==> config.mk <==
export PLATFORM = sky130hd
export DESIGN_NAME = qformat_convert_pipe_flat
export DESIGN_NICKNAME = d
export VERILOG_FILES = /design/src/rtl/qformat_convert_pipe_if.sv /design/src/rtl/qformat_convert_pipe.sv /design/src/flat_wrapper.sv
export SDC_FILE = /design/constraint.sdc
export NUM_CORES = 1
export LEC_CHECK = 0
export CAP_MARGIN = 10
export CORE_MARGIN = 2
export CORE_UTILIZATION = 46
export CTS_CLUSTER_SIZE = 40
export DETAILED_ROUTE_END_ITERATION = 10
export PLACE_DENSITY = 0.85
export SETUP_SLACK_MARGIN = 0.4
export SLEW_MARGIN = 30
export SYNTH_ARGS = -nofsm -noshare
export SYNTH_HDL_FRONTEND = slang
export SYNTH_SLANG_ARGS = --single-unit
==> constraint.sdc <==
create_clock -name clk -period 3.9 [get_ports clk]
set_clock_uncertainty 0.1 [all_clocks]
set_input_delay 1.17 -clock clk [delete_from_list [all_inputs] [get_ports clk]]
set_output_delay 1.17 -clock clk [all_outputs]
set_load 0.01 [all_outputs]
==> src/rtl/qformat_convert_pipe_if.sv <==
// Handshake bundle for qformat_convert_pipe: input sample stream with per-sample mode,
// output sample stream with overflow flag, and the overflow event counter.
interface qformat_convert_pipe_if #(
    parameter int MI = 7,
    parameter int FI = 8,
    parameter int MO = 15,
    parameter int FO = 16,
    parameter int CW = 8
);
    logic              in_valid;
    logic              in_ready;
    logic [MI+FI:0]    in_data;
    logic [1:0]        mode;
    logic              out_valid;
    logic              out_ready;
    logic [MO+FO:0]    out_data;
    logic              out_ovf;
    logic [CW-1:0]     ovf_count;
    logic              ovf_clear;

    modport slave (
        input  in_valid, in_data, mode, out_ready, ovf_clear,
        output in_ready, out_valid, out_data, out_ovf, ovf_count
    );

    modport master (
        output in_valid, in_data, mode, out_ready, ovf_clear,
        input  in_ready, out_valid, out_data, out_ovf, ovf_count
    );
endinterface

==> src/rtl/qformat_convert_pipe.sv <==
// Two-stage signed fixed-point converter Q(MI.FI) -> Q(MO.FO): stage 1 aligns the binary
// point (truncate or round half up), stage 2 fits the integer part (saturate or wrap).
module qformat_convert_pipe #(
    parameter int MI = 7,
    parameter int FI = 8,
    parameter int MO = 15,
    parameter int FO = 16,
    parameter int CW = 8
) (
    input  logic                  clk,
    input  logic                  reset_n,
    qformat_convert_pipe_if.slave bus
);
    localparam int IW = 1 + MI + FI;
    localparam int OW = 1 + MO + FO;
    localparam int MX = (MI > MO) ? MI : MO;
    localparam int FX = (FI > FO) ? FI : FO;
    localparam int W  = 3 + MX + FX;

    localparam logic [CW-1:0] CNT_MAX = '1;
    localparam logic [OW-1:0] SAT_POS = {1'b0, {(OW-1){1'b1}}};
    localparam logic [OW-1:0] SAT_NEG = {1'b1, {(OW-1){1'b0}}};

    logic                advance;
    logic signed [W-1:0] in_ext;
    logic signed [W-1:0] aligned;

    logic                s1_valid_q, s1_valid_d;
    logic signed [W-1:0] s1_data_q,  s1_data_d;
    logic                s1_sat_q,   s1_sat_d;
    logic                out_valid_q, out_valid_d;
    logic [OW-1:0]       out_data_q,  out_data_d;
    logic                out_ovf_q,   out_ovf_d;
    logic [CW-1:0]       ovf_count_q, ovf_count_d;

    logic [W-OW:0]       top_bits;
    logic                fit_ovf;
    logic [OW-1:0]       fit_data;

    // One stall signal for the whole pipe keeps both stages in lockstep.
    assign advance      = !out_valid_q || bus.out_ready;
    assign bus.in_ready = advance;

    assign in_ext = {{(W-IW){bus.in_data[IW-1]}}, bus.in_data};

    generate
        if (FO >= FI) begin : g_widen
            always_comb aligned = in_ext <<< (FO - FI);
        end else begin : g_narrow
            localparam logic signed [W-1:0] HALF = W'(1) << (FI - FO - 1);
            logic signed [W-1:0] biased;
            // Bias by half an output LSB before the floor shift; the carry may reach the integer part.
            always_comb begin
                biased  = in_ext + (bus.mode[0] ? HALF : '0);
                aligned = biased >>> (FI - FO);
            end
        end
    endgenerate

    // Value fits only when every bit from the output MSB upward matches the sign.
    always_comb begin
        top_bits = s1_data_q[W-1:OW-1];
        fit_ovf  = !((&top_bits) || !(|top_bits));
        fit_data = s1_data_q[OW-1:0];
        if (fit_ovf && s1_sat_q) begin
            fit_data = s1_data_q[W-1] ? SAT_NEG : SAT_POS;
        end
    end

    always_comb begin
        s1_valid_d  = s1_valid_q;
        s1_data_d   = s1_data_q;
        s1_sat_d    = s1_sat_q;
        out_valid_d = out_valid_q;
        out_data_d  = out_data_q;
        out_ovf_d   = out_ovf_q;
        ovf_count_d = ovf_count_q;

        if (advance) begin
            s1_valid_d  = bus.in_valid;
            s1_data_d   = aligned;
            s1_sat_d    = bus.mode[1];
            out_valid_d = s1_valid_q;
            out_data_d  = fit_data;
            out_ovf_d   = fit_ovf && s1_valid_q;
        end

        if (bus.ovf_clear) begin
            ovf_count_d = '0;
        end else if (out_valid_q && bus.out_ready && out_ovf_q && (ovf_count_q != CNT_MAX)) begin
            ovf_count_d = ovf_count_q + CW'(1);
        end
    end

    always_ff @(posedge clk or negedge reset_n) begin
        if (!reset_n) begin
            s1_valid_q  <= 1'b0;
            s1_data_q   <= '0;
            s1_sat_q    <= 1'b0;
            out_valid_q <= 1'b0;
            out_data_q  <= '0;
            out_ovf_q   <= 1'b0;
            ovf_count_q <= '0;
        end else begin
            s1_valid_q  <= s1_valid_d;
            s1_data_q   <= s1_data_d;
            s1_sat_q    <= s1_sat_d;
            out_valid_q <= out_valid_d;
            out_data_q  <= out_data_d;
            out_ovf_q   <= out_ovf_d;
            ovf_count_q <= ovf_count_d;
        end
    end

    assign bus.out_valid = out_valid_q;
    assign bus.out_data  = out_data_q;
    assign bus.out_ovf   = out_ovf_q;
    assign bus.ovf_count = ovf_count_q;
endmodule

==> src/flat_wrapper.sv <==
// flat-port wrapper written by rule: the top's interface ports become plain ports
module qformat_convert_pipe_flat 
#(
    parameter int MI = 7,
    parameter int FI = 8,
    parameter int MO = 15,
    parameter int FO = 16,
    parameter int CW = 8
)
  (clk, reset_n, bus_in_valid, bus_in_data, bus_mode, bus_out_ready, bus_ovf_clear, bus_in_ready, bus_out_valid, bus_out_data, bus_out_ovf, bus_ovf_count);
  qformat_convert_pipe_if #(.MI(MI), .FI(FI), .MO(MO), .FO(FO), .CW(CW)) bus_i ();
  input  logic clk;
  input  logic reset_n;
  input wire logic [$bits(bus_i.in_valid)-1:0] bus_in_valid;
  input wire logic [$bits(bus_i.in_data)-1:0] bus_in_data;
  input wire logic [$bits(bus_i.mode)-1:0] bus_mode;
  input wire logic [$bits(bus_i.out_ready)-1:0] bus_out_ready;
  input wire logic [$bits(bus_i.ovf_clear)-1:0] bus_ovf_clear;
  output wire logic [$bits(bus_i.in_ready)-1:0] bus_in_ready;
  output wire logic [$bits(bus_i.out_valid)-1:0] bus_out_valid;
  output wire logic [$bits(bus_i.out_data)-1:0] bus_out_data;
  output wire logic [$bits(bus_i.out_ovf)-1:0] bus_out_ovf;
  output wire logic [$bits(bus_i.ovf_count)-1:0] bus_ovf_count;
  assign bus_i.in_valid = bus_in_valid;
  assign bus_i.in_data = bus_in_data;
  assign bus_i.mode = bus_mode;
  assign bus_i.out_ready = bus_out_ready;
  assign bus_i.ovf_clear = bus_ovf_clear;
  assign bus_in_ready = bus_i.in_ready;
  assign bus_out_valid = bus_i.out_valid;
  assign bus_out_data = bus_i.out_data;
  assign bus_out_ovf = bus_i.out_ovf;
  assign bus_ovf_count = bus_i.ovf_count;
  qformat_convert_pipe #(.MI(MI), .FI(FI), .MO(MO), .FO(FO), .CW(CW)) u_core (.clk(clk), .reset_n(reset_n), .bus(bus_i));
endmodule
==> impl_metrics.toml <==
[status]
status = "complete, no violations"

[detailed_routing]
ant_nets = 0
viasPerCell = 4.31
avgRoutedWirePerCell_microns = 13.7
routed_wl_microns = 2570
drt-pass1-iter-count = 4
drc_errors = 0
drt_iter0_markers = 23
vias = 806

[synthesis]
yosysUniqueCellTypes = 9
syn_avg_cell_area_sq_um = 16.3
muxShareOfSynthArea = 0.296
synth-seq-cells = 34
syn_area_sq_um = 1610
synth_commonest_cells = "34 x dfrtp_1, 28 x mux2_4, 25 x buf_4, 5 x mux2_2, 3 x buf_12"
yosys.area.top_type_share = 0.528
synth_edf_count = 0
synth_xor_xnor_area_share = 0
synth_area_leaders = "dfrtp_1 53%, mux2_4 26%, buf_4 12%"
synth_compound_area_frac = 0
yosysMostFrequentCell = "dfrtp_1"
synth_top_family_by_area = "multiplexers"
ys_async_sr_fraction = 1.00
synth_warnings = 0
synthCells = 99
synth_adder_area_share = 0
synth-seq-area-share = 0.528
synth-simple-area-share = 0.0124
ys.flop_type = "dfrtp_1"
synth_top_area_cell = "dfrtp_1"

[layout]
utilization = 0.597
antenna_cells = 0
final_nets = 163
syn_to_final_growth_pct = 23.8
nFillCells = 298
drive_above_1_share = 0.305

[worst_setup_path]
criticalPathCategory = "input pin to primary output"
worstPathRequired_ns = 2.63
worstPathArrival_ns = 2.01
crit_path_start_kind = "input pin"
worst_setup_path_end_kind = "primary output"
cp_max_fo = 2
r2r-start = "u_core.bus.out_valid"
cp-startpoint = "bus_out_ready"

[power]
powerDensity_nw_per_um2 = 462
cellLeakagePower_nw = 0.947
peakVddDrop_v = 0.000245
power_mw = 0.920

[cts]
root_buffer = "clkbuf_4"
post-cts-setup-buffers = 0
cts_sinks = 34
htree_levels = 2
cts_tree = "yes"
cts.hold.buffers_added = 0
numCtsBuffers = 5
cts_buffer_depth = 2
clkSlewWorstSetupHoldPaths_ns = 0.10
insertion_delay_ns = 0.32

[sta]
finalCritPeriodShare = 0.841
max_slew_margin = 0.625
hold_viol_final = 0
maxSlewViolCount = 0
fmax_mhz = 305
min_period_ns = 3.28
tightest_slew_ns = 0.563
tns_ns = 0
rsz0062_at_grt = "no"
setup_viol = 0

[run]
cap_violations = 0

[grt]
grt_max_degree = 35
grt_pass1_wl_microns = 4360
gr-total-overflow = 0
antenna_found_initial = 0
grt.total_usage = 0.146
grt_pass1_vias = 852

[place]
portBuffers = 45
dp_hpwl_microns = 1750
gp_congestion = 0.625

[floorplan]
io-pin-count = 66
die_w_microns = 63.2
start_util = 0.483
die_area_sq_um = 3990
die_height_microns = 63.2
core_sq_um = 3340
rows = 21

[worst_hold_path]
worstHoldStart = "u_core.s1_valid_q"
worstHoldPathType = "flop to flop"
==> sequential cells by signal, indices dropped and copies added (netlist names) <==
register	count
u_core.bus.out_data	16
u_core.bus.out_valid	1
u_core.s1_data_q	16
u_core.s1_valid_q	1
==> through the flow <==
step                instance area (sq um)  setup WS [ns]  cells  hold WS, ns
detailed placement                   1930          0.339    179        0.355
global placement                     1930          0.339    179        0.345
global route                         1990          0.582    187        0.413
floorplan                            1670           1.06    115        0.335
finish                               1990          0.619    187        0.380
CTS                                  1990          0.606    187        0.382
==> layout make-up <==
| class | instances | area (sq um) | share of cell area |
|---|---|---|---|
| Sequential cell | 34 | 851 | 0.427 |
| Tap cell | 46 | 57.6 | 0.0289 |
| Timing Repair Buffer | 47 | 464 | 0.233 |
| Clock inverter | 1 | 5.00 | 0.00251 |
| Multi-Input combinational cell | 52 | 561 | 0.281 |
| Clock buffer | 7 | 55.1 | 0.0276 |
==> timing repair <==
action	CTS	global route
endpoints found under the hold margin	0	0
resized for setup	1	0
setup endpoints to repair	1	0
==> per-layer routing <==
layer  global-route usage  vias to the layer above  routed length [microns]
met1                0.165                      405                     1030
met5                    0                        -                        0
met2                0.245                       31                     1340
li1                     -                      365                        -
met4               0.0583                        0                       43
met3               0.0589                        5                      156
==> power by group <==
part,internal [mW],switching [mW],leakage (nW)
registers,0.408,0.0356,0.395
logic,0.183,0.0953,0.516
clock network,0.0874,0.111,0.0353
==> worst paths after layout <==
path	endpoint	slack [ns]	cells past startpoint
setup / recovery	bus_in_ready	0.62	3
min in group asynchronous	u_core.bus.out_data[19]	1.14	2
hold / removal	u_core.bus.out_valid	0.38	1
hold reg to reg	u_core.bus.out_valid	0.38	1
setup reg to reg	u_core.s1_data_q[15]	2.29	3
max in group asynchronous	u_core.bus.out_data[30]	2.26	2
==> worst max-delay path: stages <==
cell	delay (ns)
clkdlybuf4s50_1	0.45
nand2b_4	0.12
dlygate4sd2_1	0.27
==> cells by family after synthesis <==
logic type    count (synthesis)
flops                        34
mux                          33
buf+inv                      29
simple gates                  2
other cells                   1
==> layout by cell type (no fill, tap or decap) <==
cell,n
clkinv_2,1
conb_1,17
clkbuf_8,1
nand2b_4,1
clkdlybuf4s50_1,44
clkbuf_4,5
buf_4,2
clkbuf_1,1
dfrtp_1,34
dlygate4sd2_1,1
mux2_2,5
mux2_4,28
nand2b_1,1
(Power assumes the default switching activity.)
